--- src/rtl/rename_regfile_if.sv ---
// Handshake bundle between ID/ROB and the rename register file.
// master: ID/ROB side, slave: register file side.
interface rename_regfile_if #(
  parameter int XLEN = 32,
  parameter int AW   = 5,
  parameter int TAGW = 5,
  parameter int NRD  = 2,
  parameter int CW   = 6
);
  logic                 rdy;
  logic                 flush;
  logic                 se;
  logic [AW-1:0]        saddr;
  logic [TAGW-1:0]      stag;
  logic                 we;
  logic [AW-1:0]        waddr;
  logic [TAGW-1:0]      wtag;
  logic [XLEN-1:0]      wdata;
  logic [NRD-1:0]       re;
  logic [NRD*AW-1:0]    raddr;
  logic [NRD*XLEN-1:0]  rdata;
  logic [NRD*TAGW-1:0]  rtag;
  logic [NRD-1:0]       rrdy;
  logic [CW-1:0]        pending_cnt;

  modport master (
    output rdy, flush, se, saddr, stag,
    output we, waddr, wtag, wdata, re, raddr,
    input  rdata, rtag, rrdy, pending_cnt
  );

  modport slave (
    input  rdy, flush, se, saddr, stag,
    input  we, waddr, wtag, wdata, re, raddr,
    output rdata, rtag, rrdy, pending_cnt
  );
endinterface

--- src/rtl/rename_regfile.sv ---
// Architectural register file with rename tags, busy bits,
// commit bypass and a registered count of busy registers.
module rename_regfile #(
  parameter int XLEN = 32,
  parameter int NREG = 32,
  parameter int AW   = 5,
  parameter int TAGW = 5,
  parameter int NRD  = 2,
  parameter int CW   = 6
) (
  input  logic        i_clk,
  input  logic        i_rst,
  rename_regfile_if.slave bus
);

  logic [XLEN-1:0] r_val [NREG];
  logic [TAGW-1:0] r_tag [NREG];
  logic [NREG-1:0] r_busy;
  logic [CW-1:0]   r_cnt;

  logic            w_cmt;
  logic            w_alloc;
  logic            w_clr;
  logic [NREG-1:0] w_busy_nxt;
  logic [CW-1:0]   w_cnt_nxt;

  assign w_cmt   = bus.we && (bus.waddr != '0);
  assign w_alloc = bus.se && (bus.saddr != '0)
                   && !bus.flush;
  assign w_clr   = w_cmt && r_busy[bus.waddr]
                   && (r_tag[bus.waddr] == bus.wtag);

  // Allocation is applied after the clear so it wins on a collision.
  always_comb begin
    w_busy_nxt = r_busy;
    if (bus.flush) begin
      w_busy_nxt = '0;
    end else begin
      if (w_clr)   w_busy_nxt[bus.waddr] = 1'b0;
      if (w_alloc) w_busy_nxt[bus.saddr] = 1'b1;
    end
    w_cnt_nxt = '0;
    for (int i = 0; i < NREG; i++)
      w_cnt_nxt = w_cnt_nxt + CW'(w_busy_nxt[i]);
  end

  always_ff @(posedge i_clk) begin
    if (i_rst) begin
      for (int i = 0; i < NREG; i++) begin
        r_val[i] <= '0;
        r_tag[i] <= '0;
      end
      r_busy <= '0;
      r_cnt  <= '0;
    end else if (bus.rdy) begin
      if (w_cmt)   r_val[bus.waddr] <= bus.wdata;
      if (w_alloc) r_tag[bus.saddr] <= bus.stag;
      r_busy <= w_busy_nxt;
      r_cnt  <= w_cnt_nxt;
    end
  end

  // Reads see pre-allocation state; only a live commit is bypassed.
  always_comb begin
    logic [AW-1:0] w_a;
    bus.rdata = '0;
    bus.rtag  = '0;
    bus.rrdy  = '0;
    for (int i = 0; i < NRD; i++) begin
      w_a = bus.raddr[i*AW +: AW];
      if (i_rst || bus.flush || !bus.re[i]) begin
        bus.rrdy[i] = 1'b0;
      end else if (w_a == '0) begin
        bus.rrdy[i] = 1'b1;
      end else if (bus.we && (bus.waddr == w_a)
                   && r_busy[w_a]
                   && (r_tag[w_a] == bus.wtag)) begin
        bus.rdata[i*XLEN +: XLEN] = bus.wdata;
        bus.rrdy[i] = 1'b1;
      end else begin
        bus.rdata[i*XLEN +: XLEN] = r_val[w_a];
        bus.rtag[i*TAGW +: TAGW]  = r_tag[w_a];
        bus.rrdy[i] = !r_busy[w_a];
      end
    end
  end

  assign bus.pending_cnt = r_cnt;

endmodule

--- src/flat_wrapper.sv ---
// flat-port wrapper written by rule: the top's interface ports become plain ports
module rename_regfile_flat 
#(
  parameter int XLEN = 32,
  parameter int NREG = 32,
  parameter int AW   = 5,
  parameter int TAGW = 5,
  parameter int NRD  = 2,
  parameter int CW   = 6
)
  (i_clk, i_rst, bus_rdy, bus_flush, bus_se, bus_saddr, bus_stag, bus_we, bus_waddr, bus_wtag, bus_wdata, bus_re, bus_raddr, bus_rdata, bus_rtag, bus_rrdy, bus_pending_cnt);
  rename_regfile_if #(.XLEN(XLEN), .AW(AW), .TAGW(TAGW), .NRD(NRD), .CW(CW)) bus_i ();
  input  logic i_clk;
  input  logic i_rst;
  input wire logic [$bits(bus_i.rdy)-1:0] bus_rdy;
  input wire logic [$bits(bus_i.flush)-1:0] bus_flush;
  input wire logic [$bits(bus_i.se)-1:0] bus_se;
  input wire logic [$bits(bus_i.saddr)-1:0] bus_saddr;
  input wire logic [$bits(bus_i.stag)-1:0] bus_stag;
  input wire logic [$bits(bus_i.we)-1:0] bus_we;
  input wire logic [$bits(bus_i.waddr)-1:0] bus_waddr;
  input wire logic [$bits(bus_i.wtag)-1:0] bus_wtag;
  input wire logic [$bits(bus_i.wdata)-1:0] bus_wdata;
  input wire logic [$bits(bus_i.re)-1:0] bus_re;
  input wire logic [$bits(bus_i.raddr)-1:0] bus_raddr;
  output wire logic [$bits(bus_i.rdata)-1:0] bus_rdata;
  output wire logic [$bits(bus_i.rtag)-1:0] bus_rtag;
  output wire logic [$bits(bus_i.rrdy)-1:0] bus_rrdy;
  output wire logic [$bits(bus_i.pending_cnt)-1:0] bus_pending_cnt;
  assign bus_i.rdy = bus_rdy;
  assign bus_i.flush = bus_flush;
  assign bus_i.se = bus_se;
  assign bus_i.saddr = bus_saddr;
  assign bus_i.stag = bus_stag;
  assign bus_i.we = bus_we;
  assign bus_i.waddr = bus_waddr;
  assign bus_i.wtag = bus_wtag;
  assign bus_i.wdata = bus_wdata;
  assign bus_i.re = bus_re;
  assign bus_i.raddr = bus_raddr;
  assign bus_rdata = bus_i.rdata;
  assign bus_rtag = bus_i.rtag;
  assign bus_rrdy = bus_i.rrdy;
  assign bus_pending_cnt = bus_i.pending_cnt;
  rename_regfile #(.XLEN(XLEN), .NREG(NREG), .AW(AW), .TAGW(TAGW), .NRD(NRD), .CW(CW)) u_core (.i_clk(i_clk), .i_rst(i_rst), .bus(bus_i));
endmodule
--- config.mk ---
export PLATFORM = sky130hd
export DESIGN_NAME = rename_regfile_flat
export DESIGN_NICKNAME = d
export VERILOG_FILES = /design/src/rtl/rename_regfile_if.sv /design/src/rtl/rename_regfile.sv /design/src/flat_wrapper.sv
export SDC_FILE = /design/constraint.sdc
export NUM_CORES = 2
export LEC_CHECK = 0
export ABC_AREA = 1
export BUFFER_PORTS_ARGS = -buffer_cell sky130_fd_sc_hd__buf_2
export CORE_ASPECT_RATIO = 1.25
export CORE_MARGIN = 2
export CORE_UTILIZATION = 23
export CTS_CLUSTER_DIAMETER = 150
export DETAILED_ROUTE_END_ITERATION = 8
export PLACE_DENSITY = 0.37
export SLEW_MARGIN = 40
export SYNTH_ARGS = -nofsm -noshare
export SYNTH_HDL_FRONTEND = slang
export SYNTH_SLANG_ARGS = --single-unit
--- constraint.sdc ---
create_clock -name i_clk -period 17.9 [get_ports i_clk]
set_input_delay 3.58 -clock i_clk [delete_from_list [all_inputs] [get_ports i_clk]]
set_output_delay 3.58 -clock i_clk [all_outputs]
set_load 0.02 [all_outputs]
==> out/summary.txt <==
FMAX: 81.6 MHz
Bufs on Longest Clock Path: 4
Comb pwr share: 15.2%
Max layer used: met5
Critical path class: in -> out
Post-cts sizing count: 0
Via count: 67.1k
Grt ovf: 0
Worst path bufs/invs: 7
Highest-delay cell along the critical path: buf_4
Ports: 152
Final Power: 7.65 mW
Required time of the worst setup path: 14.32 ns
Clock Latency Late Sink: 0.85 ns
Post-CTS Setup Inserts: 0
#FFs+latches synth: 1222
Setup_tns: 0 ns
Crit path cell chain: buf_8 > buf_6 > buf_4 > buf_4 > buf_4 > a21oi_1 > a211oi_1 > nor2_1 > nor2_1 > nor2_1 > o21ai_0 > o31ai_1 > nand2_1 > inv_1 > nor2_1 > buf_2
Switching Share: 29.9%
RSZ-0062 raised after global routing: no
Largest net degree at the start of global routing: 163
CTS clk-pin slew, worst paths: 0.05 ns
Status: complete, no violations
Antenna-violating nets left: 0
R2r startpoint: u_core.r_tag[8][0]
Drt initial violations: 7015
Via density: 5.14
DRC viols: 0
Synthesized cell area: 71800 um^2
Die span in x: 504 um
DP HPWL: 207000 um
Final worst path period share: 68.5%
Area grow syn2layout: 13.0%
H-tree depth: 4
Synth Warn #: 0
DP Worst Slack: 5.69 ns
GRT Total Usage: 21.3%
Root buffer cell: clkbuf_16
Hold path startpoint: u_core.bus.pending_cnt[0]
TritonRoute pass-1 iters: 6
Slew Viols, Final: 0
Vias in the first global route: 64.8k
Final net count: 8893
Synth Flop Type: edfxtp_1
CP top delay family: buffers and inverters
Starting Density: 23.1%
Gpl congestion: 0.860
Clock group share of total power: 40.7%
WL per Instance: 26.9 um
FFs w/ async S/R, synth: 0%
Post-synth EDFFs: 1184
Pleak: 31.6 nW
Share of cells above drive strength 1: 8.03%
Setup WS post-layout: 5.65 ns
CP startpoint: bus_raddr[0]
Final WL: 351000 um
Worst path arrival time: 8.67 ns
Core area: 311000 um^2
IO buf count: 151
Crit start category: input pin
Avg Cell Area, Syn: 7.92 um^2
Power Density: 94.3 nW/um^2
Max Cap Violations: 0
Antenna violations before repair: 12
Clock tree from TritonCTS: built
Num CTS Buffers: 162
Worst Max-Slew Pin Slew: 0.992 ns
Max IR drop VDD: 0.0000697 V
Tmin final: 12.25 ns
Hold Path Class: reg -> reg
Met3 WL: 24700 um
Flop pwr share: 44.2%
Wl on met1: 150000 um
Final hold slack: 0.492 ns
Clock Skews: 0.0694 ns
Final hold violation count: 0
Synthesized instance count: 9071
Internal Pwr Total: 5.36 mW
Sw Pwr: 2.29 mW
Row cnt: 229
Crit-path max cell delay: 0.73 ns
Setup violations, final: 0
First-pass GRT wire length: 493000 um
Crit Path Max Fanout: 84
Met2 Wirelength: 163000 um
Die ar.: 317000 um^2
Clock sink total: 1222
Post-synthesis sequential area ratio: 50.6%
Worst slew margin: 33.2%
CP dominant cell by count: nor2_1
Crit end category: primary output
Hold-fix buffers, CTS: 0
Die H: 629 um
Distinct cell type count after synthesis: 48
cells in the final DEF, fill, tap and decap left out, drive strengths merged:
cell	Yosys	routed
dfxtp	38	38
nor3	16	16
inv	486	486
a22o	9	9
nor4	1	1
xor2	6	6
diode	0	7
o2111ai	1	1
o21ai	649	649
clkinv	4	52
a31oi	45	45
clkinvlp	0	1
nand4	62	62
nor2	1408	1408
buf	465	344
a32oi	28	28
a22oi	11	11
o211ai	26	26
a211oi	16	16
nand2	2194	2194
o21a	2	2
edfxtp	1184	1184
nand3	507	507
a21o	1	1
xnor2	3	3
and2	3	3
ha	8	8
o221ai	8	8
conb	1	37
a221oi	56	56
a21oi	1376	1376
or2	4	4
o31ai	66	66
clkbuf	359	211
fa	24	24
bufinv	0	7
o22ai	4	4
cell families after synthesis:
kind of cell             after synthesis  synth area share (%)
AO/OA/AOI/OAI                       2298                  17.2
XOR/XNOR                               9                 0.110
adder cells (fa/ha/maj)               32                 0.808
buffers and inverters               1314                  8.09
flip-flops                          1222                  50.6
other                                  1               0.00522
AND/OR/NAND/NOR                     4195                  23.2
power by group through the flow:
| stage | registers, mW | clock network, mW | logic, mW |
|---|---|---|---|
| 2_1_floorplan | 3.41 | 0 | 0.679 |
| 3_3_place_gp | 3.43 | 0 | 1.13 |
| 3_5_place_dp | 3.44 | 0 | 1.15 |
| 4_1_cts | 3.38 | 3.17 | 1.16 |
| 5_1_grt | 3.39 | 3.27 | 1.25 |
| 6_report | 3.38 | 3.11 | 1.16 |
layout make-up:
| cell class | instances | area, um^2 |
|---|---|---|
| clock buffers | 211 | 4320 |
| diodes | 7 | 17.5 |
| flip-flops and latches | 1222 | 36300 |
| well taps | 4158 | 5200 |
| repair buffers | 344 | 2610 |
| inverters | 490 | 1930 |
| fillers | 33525 | 230000 |
| clock inverters | 56 | 450 |
| multi-input cells | 6571 | 30300 |
layer usage:
layer	global-route usage (%)	up-vias
met3	3.11	636
met1	28.3	33332
li1	-	30100
met2	34.9	3023
met5	0	-
met4	7.74	10
Yosys cell counts (45+ instances only):
cell type	count	share of area, %
nand2_1	2176	11
nor2_1	1403	7.3
a21oi_1	1355	9.4
edfxtp_1	1184	50
o21ai_0	592	4.1
nand3_1	506	3.5
inv_1	475	2.5
clkbuf_1	359	1.9
buf_2	302	2.1
buf_4	76	0.79
o31ai_1	65	0.68
nand4_1	62	0.54
buf_1	59	0.31
o21ai_1	57	0.40
a221oi_1	56	0.68
a31oi_1	45	0.39
worst reg2reg max path, delay by kind of cell, from the launching register on:
family	cells	cell delay [ns]
simple gates	14	1.47
flops	1	0.37
fa+ha+maj	9	4.01
buf+inv	6	0.69
compound gates	3	0.51
sequential cells by signal, indices dropped and copies added (netlist names):
name	flops
u_core.r_busy	32
u_core.r_val	1024
u_core.bus.pending_cnt	6
u_core.r_tag	160
worst paths after layout:
kind / depth (start not counted) / to / slack [ns]
worst max register to register: 32 / u_core.bus.pending_cnt[4] / 10.69
worst min-delay path: 2 / u_core.bus.pending_cnt[0] / 0.49
worst min register to register: 2 / u_core.bus.pending_cnt[0] / 0.49
worst max-delay path: 16 / bus_rdata[27] / 5.65
metrics by stage:
step | util [%] | instance area (um^2) | std cells
after floorplan | - | 71900 | 9107
after global placement | 24.4 | 75800 | 12770
after detailed placement | 24.5 | 76300 | 12783
after CTS | 26.1 | 81100 | 13050
after global routing | 26.1 | 81100 | 13054
final | 26.1 | 81100 | 13059
Power figures use the tool's default switching activity.
